===== config.mk =====
export PLATFORM = sky130hd
export DESIGN_NAME = uart_tx_fifo
export DESIGN_NICKNAME = d
export VERILOG_FILES = /design/src/rtl/uart_tx_fifo.sv
export SDC_FILE = /design/constraint.sdc
export NUM_CORES = 1
export LEC_CHECK = 0
export BUFFER_PORTS_ARGS = -buffer_cell sky130_fd_sc_hd__buf_2
export CAP_MARGIN = 40
export CORE_MARGIN = 4
export CORE_UTILIZATION = 35
export CTS_CLUSTER_DIAMETER = 200
export DETAILED_ROUTE_END_ITERATION = 12
export GPL_TIMING_DRIVEN = 0
export MAX_ROUTING_LAYER = met4
export PLACE_DENSITY = 0.53
export SYNTH_ARGS = -nofsm -noshare
export SYNTH_HDL_FRONTEND = slang
export SYNTH_SLANG_ARGS = --single-unit

===== constraint.sdc =====
create_clock -name clk -period 3.4 [get_ports clk]
set_clock_uncertainty 0.2 [all_clocks]
set_input_delay 0.68 -clock clk [delete_from_list [all_inputs] [get_ports clk]]
set_output_delay 0.68 -clock clk [all_outputs]
set_load 0.01 [all_outputs]

===== src/rtl/uart_tx_fifo.sv =====
// UART transmitter with an integrated write FIFO.
// Bytes are queued from the peripheral bus and serialised onto tx as
// start / data (LSB first) / optional parity / stop bits. While hold is
// high no new frame is started, but the frame in flight always completes
// and writes are still queued.
module uart_tx_fifo #(
    parameter int CLK_HZ     = 100_000_000,
    parameter int BAUD       = 9600,
    parameter int DATA_BITS  = 8,
    parameter int PARITY     = 0,
    parameter int STOP_BITS  = 1,
    parameter int FIFO_DEPTH = 16
) (
    input  logic                        clk,
    input  logic                        reset,
    input  logic                        wr_en,
    input  logic [DATA_BITS-1:0]        wr_data,
    input  logic                        hold,
    output logic                        full,
    output logic                        empty,
    output logic [$clog2(FIFO_DEPTH):0] count,
    output logic                        overflow,
    output logic                        busy,
    output logic                        tx
);

    // Clock cycles per bit, rounded to nearest.
    localparam int DIV = (CLK_HZ + BAUD / 2) / BAUD;
    localparam int AW  = $clog2(FIFO_DEPTH);
    localparam int CW  = AW + 1;
    localparam int BCW = $clog2(DIV);

    localparam logic [BCW-1:0] BAUD_LAST = BCW'(DIV - 1);
    localparam logic [3:0]     DATA_LAST = 4'(DATA_BITS - 1);
    localparam logic [3:0]     STOP_LAST = 4'(STOP_BITS - 1);
    localparam bit             PAR_EN    = (PARITY != 0);

    // Parameter sanity checks, evaluated at elaboration.
    if (DIV < 4) begin : g_bad_div
        $error("uart_tx_fifo: CLK_HZ/BAUD must give at least 4 cycles per bit");
    end
    if (DATA_BITS < 5 || DATA_BITS > 9) begin : g_bad_data_bits
        $error("uart_tx_fifo: DATA_BITS must be 5..9");
    end
    if (PARITY < 0 || PARITY > 2) begin : g_bad_parity
        $error("uart_tx_fifo: PARITY must be 0, 1 or 2");
    end
    if (STOP_BITS < 1 || STOP_BITS > 2) begin : g_bad_stop_bits
        $error("uart_tx_fifo: STOP_BITS must be 1 or 2");
    end
    if (FIFO_DEPTH < 2 || (FIFO_DEPTH & (FIFO_DEPTH - 1)) != 0) begin : g_bad_depth
        $error("uart_tx_fifo: FIFO_DEPTH must be a power of 2 and at least 2");
    end

    typedef enum logic [2:0] {
        IDLE,
        START,
        DATA,
        PARITY_BIT,
        STOP
    } state_t;

    // ------------------------------------------------------------------
    // Write FIFO
    // ------------------------------------------------------------------
    logic [DATA_BITS-1:0] mem [FIFO_DEPTH];
    logic [AW-1:0]        wptr;
    logic [AW-1:0]        rptr;
    logic                 push;
    logic                 pop;
    logic [DATA_BITS-1:0] head;
    logic                 head_par;

    assign full  = (count == CW'(FIFO_DEPTH));
    assign empty = (count == '0);

    // A full FIFO still accepts a write when the transmitter pops the
    // head in the same cycle; the freed slot is the one being written.
    assign push     = wr_en && (!full || pop);
    // Flags a dropped write in the very cycle it is presented.
    assign overflow = wr_en && !push;
    assign head     = mem[rptr];

    // Parity of the byte about to be popped, latched alongside it.
    always_comb begin
        head_par = (PARITY == 1) ? ~(^head) : (^head);
    end

    // Storage array: data only, no reset needed.
    always_ff @(posedge clk) begin
        if (push) begin
            mem[wptr] <= wr_data;
        end
    end

    // Pointers and occupancy; simultaneous push and pop cancel out.
    always_ff @(posedge clk or negedge reset) begin
        if (!reset) begin
            wptr  <= '0;
            rptr  <= '0;
            count <= '0;
        end else begin
            if (push) begin
                wptr <= wptr + AW'(1);
            end
            if (pop) begin
                rptr <= rptr + AW'(1);
            end
            case ({push, pop})
                2'b10:   count <= count + CW'(1);
                2'b01:   count <= count - CW'(1);
                default: count <= count;
            endcase
        end
    end

    // ------------------------------------------------------------------
    // Transmit state machine
    // ------------------------------------------------------------------
    state_t               state,    state_nxt;
    logic [BCW-1:0]       baud_cnt, baud_nxt;
    logic [3:0]           bit_cnt,  bit_nxt;
    logic [DATA_BITS-1:0] shreg,    shreg_nxt;
    logic                 par_bit,  par_nxt;
    logic                 tx_nxt;
    logic                 busy_nxt;
    logic                 bit_end;
    logic                 start_ok;

    // The baud counter restarts on every bit boundary, so there is no
    // accumulated drift across back-to-back frames.
    assign bit_end  = (baud_cnt == BAUD_LAST);
    // hold only matters at the points where a new frame could begin.
    assign start_ok = !empty && !hold;

    // Control registers; tx returns high as soon as reset asserts.
    always_ff @(posedge clk or negedge reset) begin
        if (!reset) begin
            state    <= IDLE;
            baud_cnt <= '0;
            bit_cnt  <= '0;
            tx       <= 1'b1;
            busy     <= 1'b0;
        end else begin
            state    <= state_nxt;
            baud_cnt <= baud_nxt;
            bit_cnt  <= bit_nxt;
            tx       <= tx_nxt;
            busy     <= busy_nxt;
        end
    end

    // Shift register and latched parity: data path, not reset.
    always_ff @(posedge clk) begin
        shreg   <= shreg_nxt;
        par_bit <= par_nxt;
    end

    // Next-state, pop request and registered-output values.
    always_comb begin
        state_nxt = state;
        baud_nxt  = baud_cnt;
        bit_nxt   = bit_cnt;
        shreg_nxt = shreg;
        par_nxt   = par_bit;
        tx_nxt    = tx;
        busy_nxt  = busy;
        pop       = 1'b0;

        case (state)
            IDLE: begin
                tx_nxt   = 1'b1;
                busy_nxt = 1'b0;
                if (start_ok) begin
                    pop       = 1'b1;
                    shreg_nxt = head;
                    par_nxt   = head_par;
                    baud_nxt  = '0;
                    state_nxt = START;
                    tx_nxt    = 1'b0;
                    busy_nxt  = 1'b1;
                end
            end

            START: begin
                if (bit_end) begin
                    baud_nxt  = '0;
                    bit_nxt   = '0;
                    state_nxt = DATA;
                    tx_nxt    = shreg[0];
                    shreg_nxt = shreg >> 1;
                end else begin
                    baud_nxt = baud_cnt + BCW'(1);
                end
            end

            DATA: begin
                if (bit_end) begin
                    baud_nxt = '0;
                    if (bit_cnt == DATA_LAST) begin
                        bit_nxt = '0;
                        if (PAR_EN) begin
                            state_nxt = PARITY_BIT;
                            tx_nxt    = par_bit;
                        end else begin
                            state_nxt = STOP;
                            tx_nxt    = 1'b1;
                        end
                    end else begin
                        bit_nxt   = bit_cnt + 4'(1);
                        tx_nxt    = shreg[0];
                        shreg_nxt = shreg >> 1;
                    end
                end else begin
                    baud_nxt = baud_cnt + BCW'(1);
                end
            end

            PARITY_BIT: begin
                if (bit_end) begin
                    baud_nxt  = '0;
                    bit_nxt   = '0;
                    state_nxt = STOP;
                    tx_nxt    = 1'b1;
                end else begin
                    baud_nxt = baud_cnt + BCW'(1);
                end
            end

            STOP: begin
                if (bit_end) begin
                    baud_nxt = '0;
                    if (bit_cnt == STOP_LAST) begin
                        bit_nxt = '0;
                        if (start_ok) begin
                            // Chain straight into the next start bit.
                            pop       = 1'b1;
                            shreg_nxt = head;
                            par_nxt   = head_par;
                            state_nxt = START;
                            tx_nxt    = 1'b0;
                            busy_nxt  = 1'b1;
                        end else begin
                            state_nxt = IDLE;
                            tx_nxt    = 1'b1;
                            busy_nxt  = 1'b0;
                        end
                    end else begin
                        bit_nxt = bit_cnt + 4'(1);
                    end
                end else begin
                    baud_nxt = baud_cnt + BCW'(1);
                end
            end

            default: begin
                state_nxt = IDLE;
                tx_nxt    = 1'b1;
                busy_nxt  = 1'b0;
            end
        endcase
    end

endmodule


# After elaboration in Yosys (flattened, before gate mapping)

Memory sizes are Yosys's and may differ from the RTL's.
Index checks and enable logic that the tools add are counted.

Eq/ne operators: 18
Reductions and logical operators: 24
Bitwise logic cells: 1
Mux-type cells: 43
Add/sub/neg operators: 6

Operators by type and width:

| cell                  | count |
|---|---|
| $mux 8                | 6 |
| $pmux 8 s4            | 1 |
| $mux 14               | 2 |
| $pmux 14 s2           | 1 |
| $mux 3                | 7 |
| $mux 4                | 5 |
| $ne 2x2->1 const B    | 8 |
| $mux 1                | 15 |
| $pmux 3 s5            | 1 |
| $add 14x1->14 const B | 1 |
| $eq 14x14->1 const B  | 1 |
| $add 4x1->4 const B   | 3 |
| $pmux 4 s3            | 1 |
| $pmux 5 s2            | 1 |
| $reduce_and 7->1      | 1 |
| $eq 3x2->1 const B    | 2 |
| $reduce_and 6->1      | 1 |
| $add 5x1->5 const B   | 1 |
| $eq 5x5->1 const B    | 1 |
| $logic_not 5->1       | 1 |
| $pmux 1 s5            | 1 |
| $reduce_and 5->1      | 1 |
| $sub 5x1->5 const B   | 1 |
| $eq 4x3->1 const B    | 1 |
| other kinds (22)      | 28 |

Flip-flop bits (word level): 44
Bits in writable memories: 128
Word-level logic and storage cells: 102
Memories kept: 1
Output and inout bits: 10
Input bits: 12

Memories:

| memory | depth | bits a word | read ports | clocked after Yosys merged registers in | write ports | RTL line | text |
|---|---|---|---|---|---|---|---|
| mem    | 16    | 8           | 1          | 0                                       | 1           | 66       | `logic [DATA_BITS-1:0] mem [FIFO_DEPTH];` |

# Longest topological paths before layout

Depth in word-level cells: 11
Depth in mapped cells: 13
Gate-level depth less buffers: 13

# Worst setup path before layout

OpenSTA, ideal clock, no wires.

Kind: flip-flop to flip-flop
From: reg count[1]
To: reg count[4]
Clock period less this slack: 2.976 ns
Arrival time: 2.695 ns
Required time: 3.120 ns
Cell stages (with the launch flop): 13
Buffers on the path: 1
Path slack: 0.424 ns
Library setup time: 0.080 ns
Cells stage by stage: dfrtp_1 -> or4_1 -> buf_2 -> o2111ai_2 -> o21ai_4 -> nand2_1 -> inv_1 -> ha_1 -> nor2b_1 -> o21a_1 -> o21ba_1 -> mux2i_1 -> xnor2_1

Cells in the longest elaborated chain, start to end: 11
Elaborated cells on any way between the ends: 17
Those cells by class: 2 x add/sub; 3 x eq/ne; 5 x mux; 7 x reduce/logical

Ends and longest elaborated chain:

| what                                            | RTL line | text |
|---|---|---|
| start: declaration                              | 21       | `output logic [$clog2(FIFO_DEPTH):0] count,` |
| start signal: assignment                        | 110      | `2'b10: count <= count + CW'(1);` |
| start signal: assignment                        | 111      | `2'b01: count <= count - CW'(1);` |
| start signal: assignment                        | 112      | `default: count <= count;` |
| $logic_not 5->1                                 | 75       | `assign empty = (count == '0);` |
| $logic_not 1->1                                 | 134      | `assign start_ok = !empty && !hold;` |
| $logic_and 1x1->1                               | 134      |  |
| $mux 1                                          | 174, 235 |  |
| $mux 1                                          | 233      | `if (bit_cnt == STOP_LAST) begin` |
| $mux 1                                          | 231      | `if (bit_end) begin` |
| $pmux 1 s2                                      | 170      | `case (state)` |
| $logic_or 1x1->1                                | 79       | `assign push = wr_en && (!full \|\| pop);` |
| $logic_and 1x1->1                               | 79       |  |
| $eq 2x1->1 or $eq 2x2->1 (tied branches)        | 109      | `case ({push, pop})` |
| $pmux 5 s2 or $reduce_bool 2->1 (tied branches) | --       |  |

Several ways; a longest one is shown, not always the timed one.
A chain may end at the register's enable or synchronous reset.

# Worst setup path after layout

From: reg count[1]
To: out overflow

Cells in the longest elaborated chain, start to end: 11
Elaborated cells on any way between the ends: 13
Those cells by class: 1 x eq/ne; 4 x mux; 8 x reduce/logical

Ends and longest elaborated chain:

| what                  | RTL line | text |
|---|---|---|
| $logic_not 5->1       | 75       |  |
| $logic_not 1->1       | 134      |  |
| $logic_and 1x1->1     | 134      |  |
| $mux 1                | 174, 235 |  |
| $mux 1                | 233      |  |
| $mux 1                | 231      |  |
| $pmux 1 s2            | 170      |  |
| $logic_or 1x1->1 (*)  | 79       |  |
| $logic_and 1x1->1 (*) | 79       |  |
| $logic_not 1->1 (*)   | 81       | `assign overflow = wr_en && !push;` |
| $logic_and 1x1->1 (*) | 81       |  |
| end: declaration      | 22       | `output logic overflow,` |

Every way passes the cells marked *; elsewhere a longest branch is shown, timed or not.

==> results_dict.tcl <==
set metrics [dict create \
    cts_root_buf "clkbuf_16" \
    ys_seq_area_frac 0.664 \
    worstPathArrival_ps 2400 \
    netlist_area_mm2 0.00751 \
    r2r_start "count[1]" \
    die_w_um 155 \
    start_kind "flop" \
    dp_cells 790 \
    critPathKind "reg2out" \
    antenna_left 0 \
    status "finished clean" \
    reg2reg_slack_ps 200 \
    critPathCaptureType "primary output" \
    cts_buffer_depth 2 \
    synth-async-reset-ratio 0.209 \
    p_leak_nw 3.16 \
    synth_edf_count 136 \
    synth_compound_area_frac 0.0686 \
    p_total_mw 6.56 \
    worstRegToRegCells 12 \
    synth-xor-area-share 0.0163 \
    cp_top_family "simple AND/OR/NAND/NOR gates" \
    clk_latency_ps 430 \
    hold_end "baud_cnt[13]" \
    route.detailed.drc 0 \
    cts_tree "yes" \
    antenna_found_initial 0 \
    floorplan.core_area_mm2 0.0211 \
    relSlewSlack 0.417 \
    worst_pin_slew_ps 870 \
    synth_nets 503 \
    hold_class "reg2reg" \
    layout-drive-gt1-share 0.239 \
    final_cells 828 \
    crit_top_cell "buf_2" \
    dpl.hpwl_um 11300 \
    critPathMaxStageDelay_ps 540 \
    drt-initial-drc-count 310 \
    muxShareOfSynthArea 0.130 \
    synth_cell_types 59 \
    yosysTopAreaCellShare 0.543 \
    holdPathStages 2 \
    start_util 0.356 \
    diodes 0 \
    grt_pass1_vias 4409 \
    period_share 0.964 \
    routedWlPerCell_um 19.4 \
    path_buf_inv 2 \
    grt.total_usage 0.144 \
    cts_sinks 172 \
    grt_max_degree 24 \
    report.final.slew_viol_count 0 \
    clk_pin_slew_ps 70 \
    synth_fa_ha_area_frac 0.0226 \
    grt_overflow 0 \
    rows 53 \
    yosys-top-cells-area "edfxtp_1, mux4_2, dfrtp_1, ha_1, nand3_1" \
    dieArea_mm2 0.0239 \
    max-vdd-ir-drop_mv 0.358 \
    h-tree-depth 4 \
    drv_cap 0 \
    vias_per_cell 5.29 \
    synth_top_family_by_area "multiplexers" \
    io_pins 22 \
    period_needed_ps 3280 \
    cp_max_fo 7 \
    synth_ff_type "edfxtp_1" \
    timing.final.hold_violations 0 \
    ff_latch_area_mm2 0.00499 \
    required_ps 2520 \
    ys_warn_count 0 \
    r2r_end "count[4]" \
    synth-simple-area-share 0.0773 \
    synthToLayoutAreaGrowth_pct 16.7 \
    min_from "baud_cnt[13]" \
    fillers 1906 \
    synth_cells 478 \
    finalSetupViolations 0 \
    synth-seq-cells 172 \
    syn_avg_cell_area_um2 15.7 \
    firstDrtPassIters 4 \
    fp.dieH_um 155 \
    gp_congestion 0.826 \
    power_density_mw_per_mm2 748 \
    io_buffer_count 21 \
    cts_buffers 17 \
    via_count 4379 \
    yosysTopAreaCell "edfxtp_1" \
    nNetsFinal 565 \
    max_freq_ghz 0.305 \
    routed_wirelength_um 16100 \
    path_cells "or4_1 > buf_2 > o211ai_2 > o211ai_4 > nor2_1 > buf_2" \
    grt_pass1_wl_um 25000 \
    multi_input_area_mm2 0.00240 \
    critPathSlowestCell "or4_1" \
]
[synthesized netlist by cell type (4+ instances only)]
master,instances
edfxtp_1,136
mux4_2,40
dfrtp_1,35
nor2_1,26
nand2_1,23
nand3_1,21
inv_1,19
a21oi_1,18
o21ai_1,16
ha_1,12
a22o_1,11
nor3_1,10
xnor2_1,10
clkbuf_1,8
buf_1,7
buf_2,6
o21ai_0,6
nand4_1,5
nor4_1,5
a21o_1,4
or3_1,4
xor2_1,4
[final cells by class]
| cell class | count | share of cell area |
|---|---|---|
| Timing Repair Buffer | 43 | 0.0321 |
| Multi-Input combinational cell | 265 | 0.274 |
| Tap cell | 275 | 0.0392 |
| Sequential cell | 172 | 0.569 |
| Clock inverter | 14 | 0.0191 |
| Clock buffer | 18 | 0.0489 |
| Buffer | 21 | 0.00985 |
| Inverter | 20 | 0.00856 |
[tightest hold or removal path, stage by stage (launching register included)]
cell and delay, ps:
dfrtp_1 370, nand2_1 50, o21ai_1 70
[registers in the layout, indices dropped and copies added, names as in the netlist]
register and cells:
bit_cnt 4, busy 1, tx 1, shreg 8, wptr 4, count 5
baud_cnt 14, mem 128, state 3, rptr 4
[placed cells by master (no fill, tap or decap), types with 9 or more instances in the layout]
master	n
buf_2	30
clkbuf_16	17
nor2_1	25
ha_1	12
mux4_2	40
edfxtp_1	136
a22o_1	11
xnor2_1	10
o21ai_1	16
a21oi_1	18
buf_4	16
inv_1	19
nand3_1	21
nand2_1	23
clkbuf_1	9
dfrtp_1	35
[logic make-up (layout without fill, tap and decap cells)]
family / after synthesis / after routing
mux: 47 / 47
flops: 172 / 172
buf+inv: 41 / 116
compound gates: 76 / 76
simple gates: 115 / 115
xor+xnor: 14 / 14
fa+ha+maj: 13 / 13
[routing by layer]
metal,track usage,share of wire,wire (um)
met3,0.0302,0.037,594
met5,-,0,0
met4,0.0458,0.013,206
met1,0.182,0.44,7100
met2,0.235,0.51,8210
[stage by stage]
stage	worst slack, ps	utilization	setup TNS (ps)	instance area, um2	hold slack [ps]
after global placement	-401	0.378	-12900	7960	305
after detailed placement	39.3	0.384	0	8100	316
after CTS	8.84	0.413	0	8710	333
after floorplan	424	-	0	7510	184
after global routing	-54.1	0.416	-59.5	8770	364
final	123	0.416	0	8770	330
[worst max path at each step]
stage / startpoint / endpoint / slack [ps] / depth (start not counted)
after floorplan: count[1] / count[4] / 420 / 12
after global placement: bit_cnt[1] / mem[3][2] / -400 / 7
after detailed placement: bit_cnt[1] / mem[3][3] / 40 / 8
after CTS: count[1] / overflow / 9 / 6
after global routing: baud_cnt[0] / count[4] / -50 / 14
final: count[1] / overflow / 120 / 6
[timing repair]
item                                    CTS  global route
hold endpoints to repair                 12             0
endpoints found under the setup margin    0            50
hold buffers                              1             0
gates resized for setup                   0             4
setup buffers                             0             5
[report_power, final]
group	switching (mW)	leakage (nW)	internal (mW)
Clock	0.903	0.295	1.06
Sequential	0.169	1.69	2.58
Combinational	0.991	1.17	0.863
Total	2.06	3.16	4.50
Power figures use the tool's default switching activity.
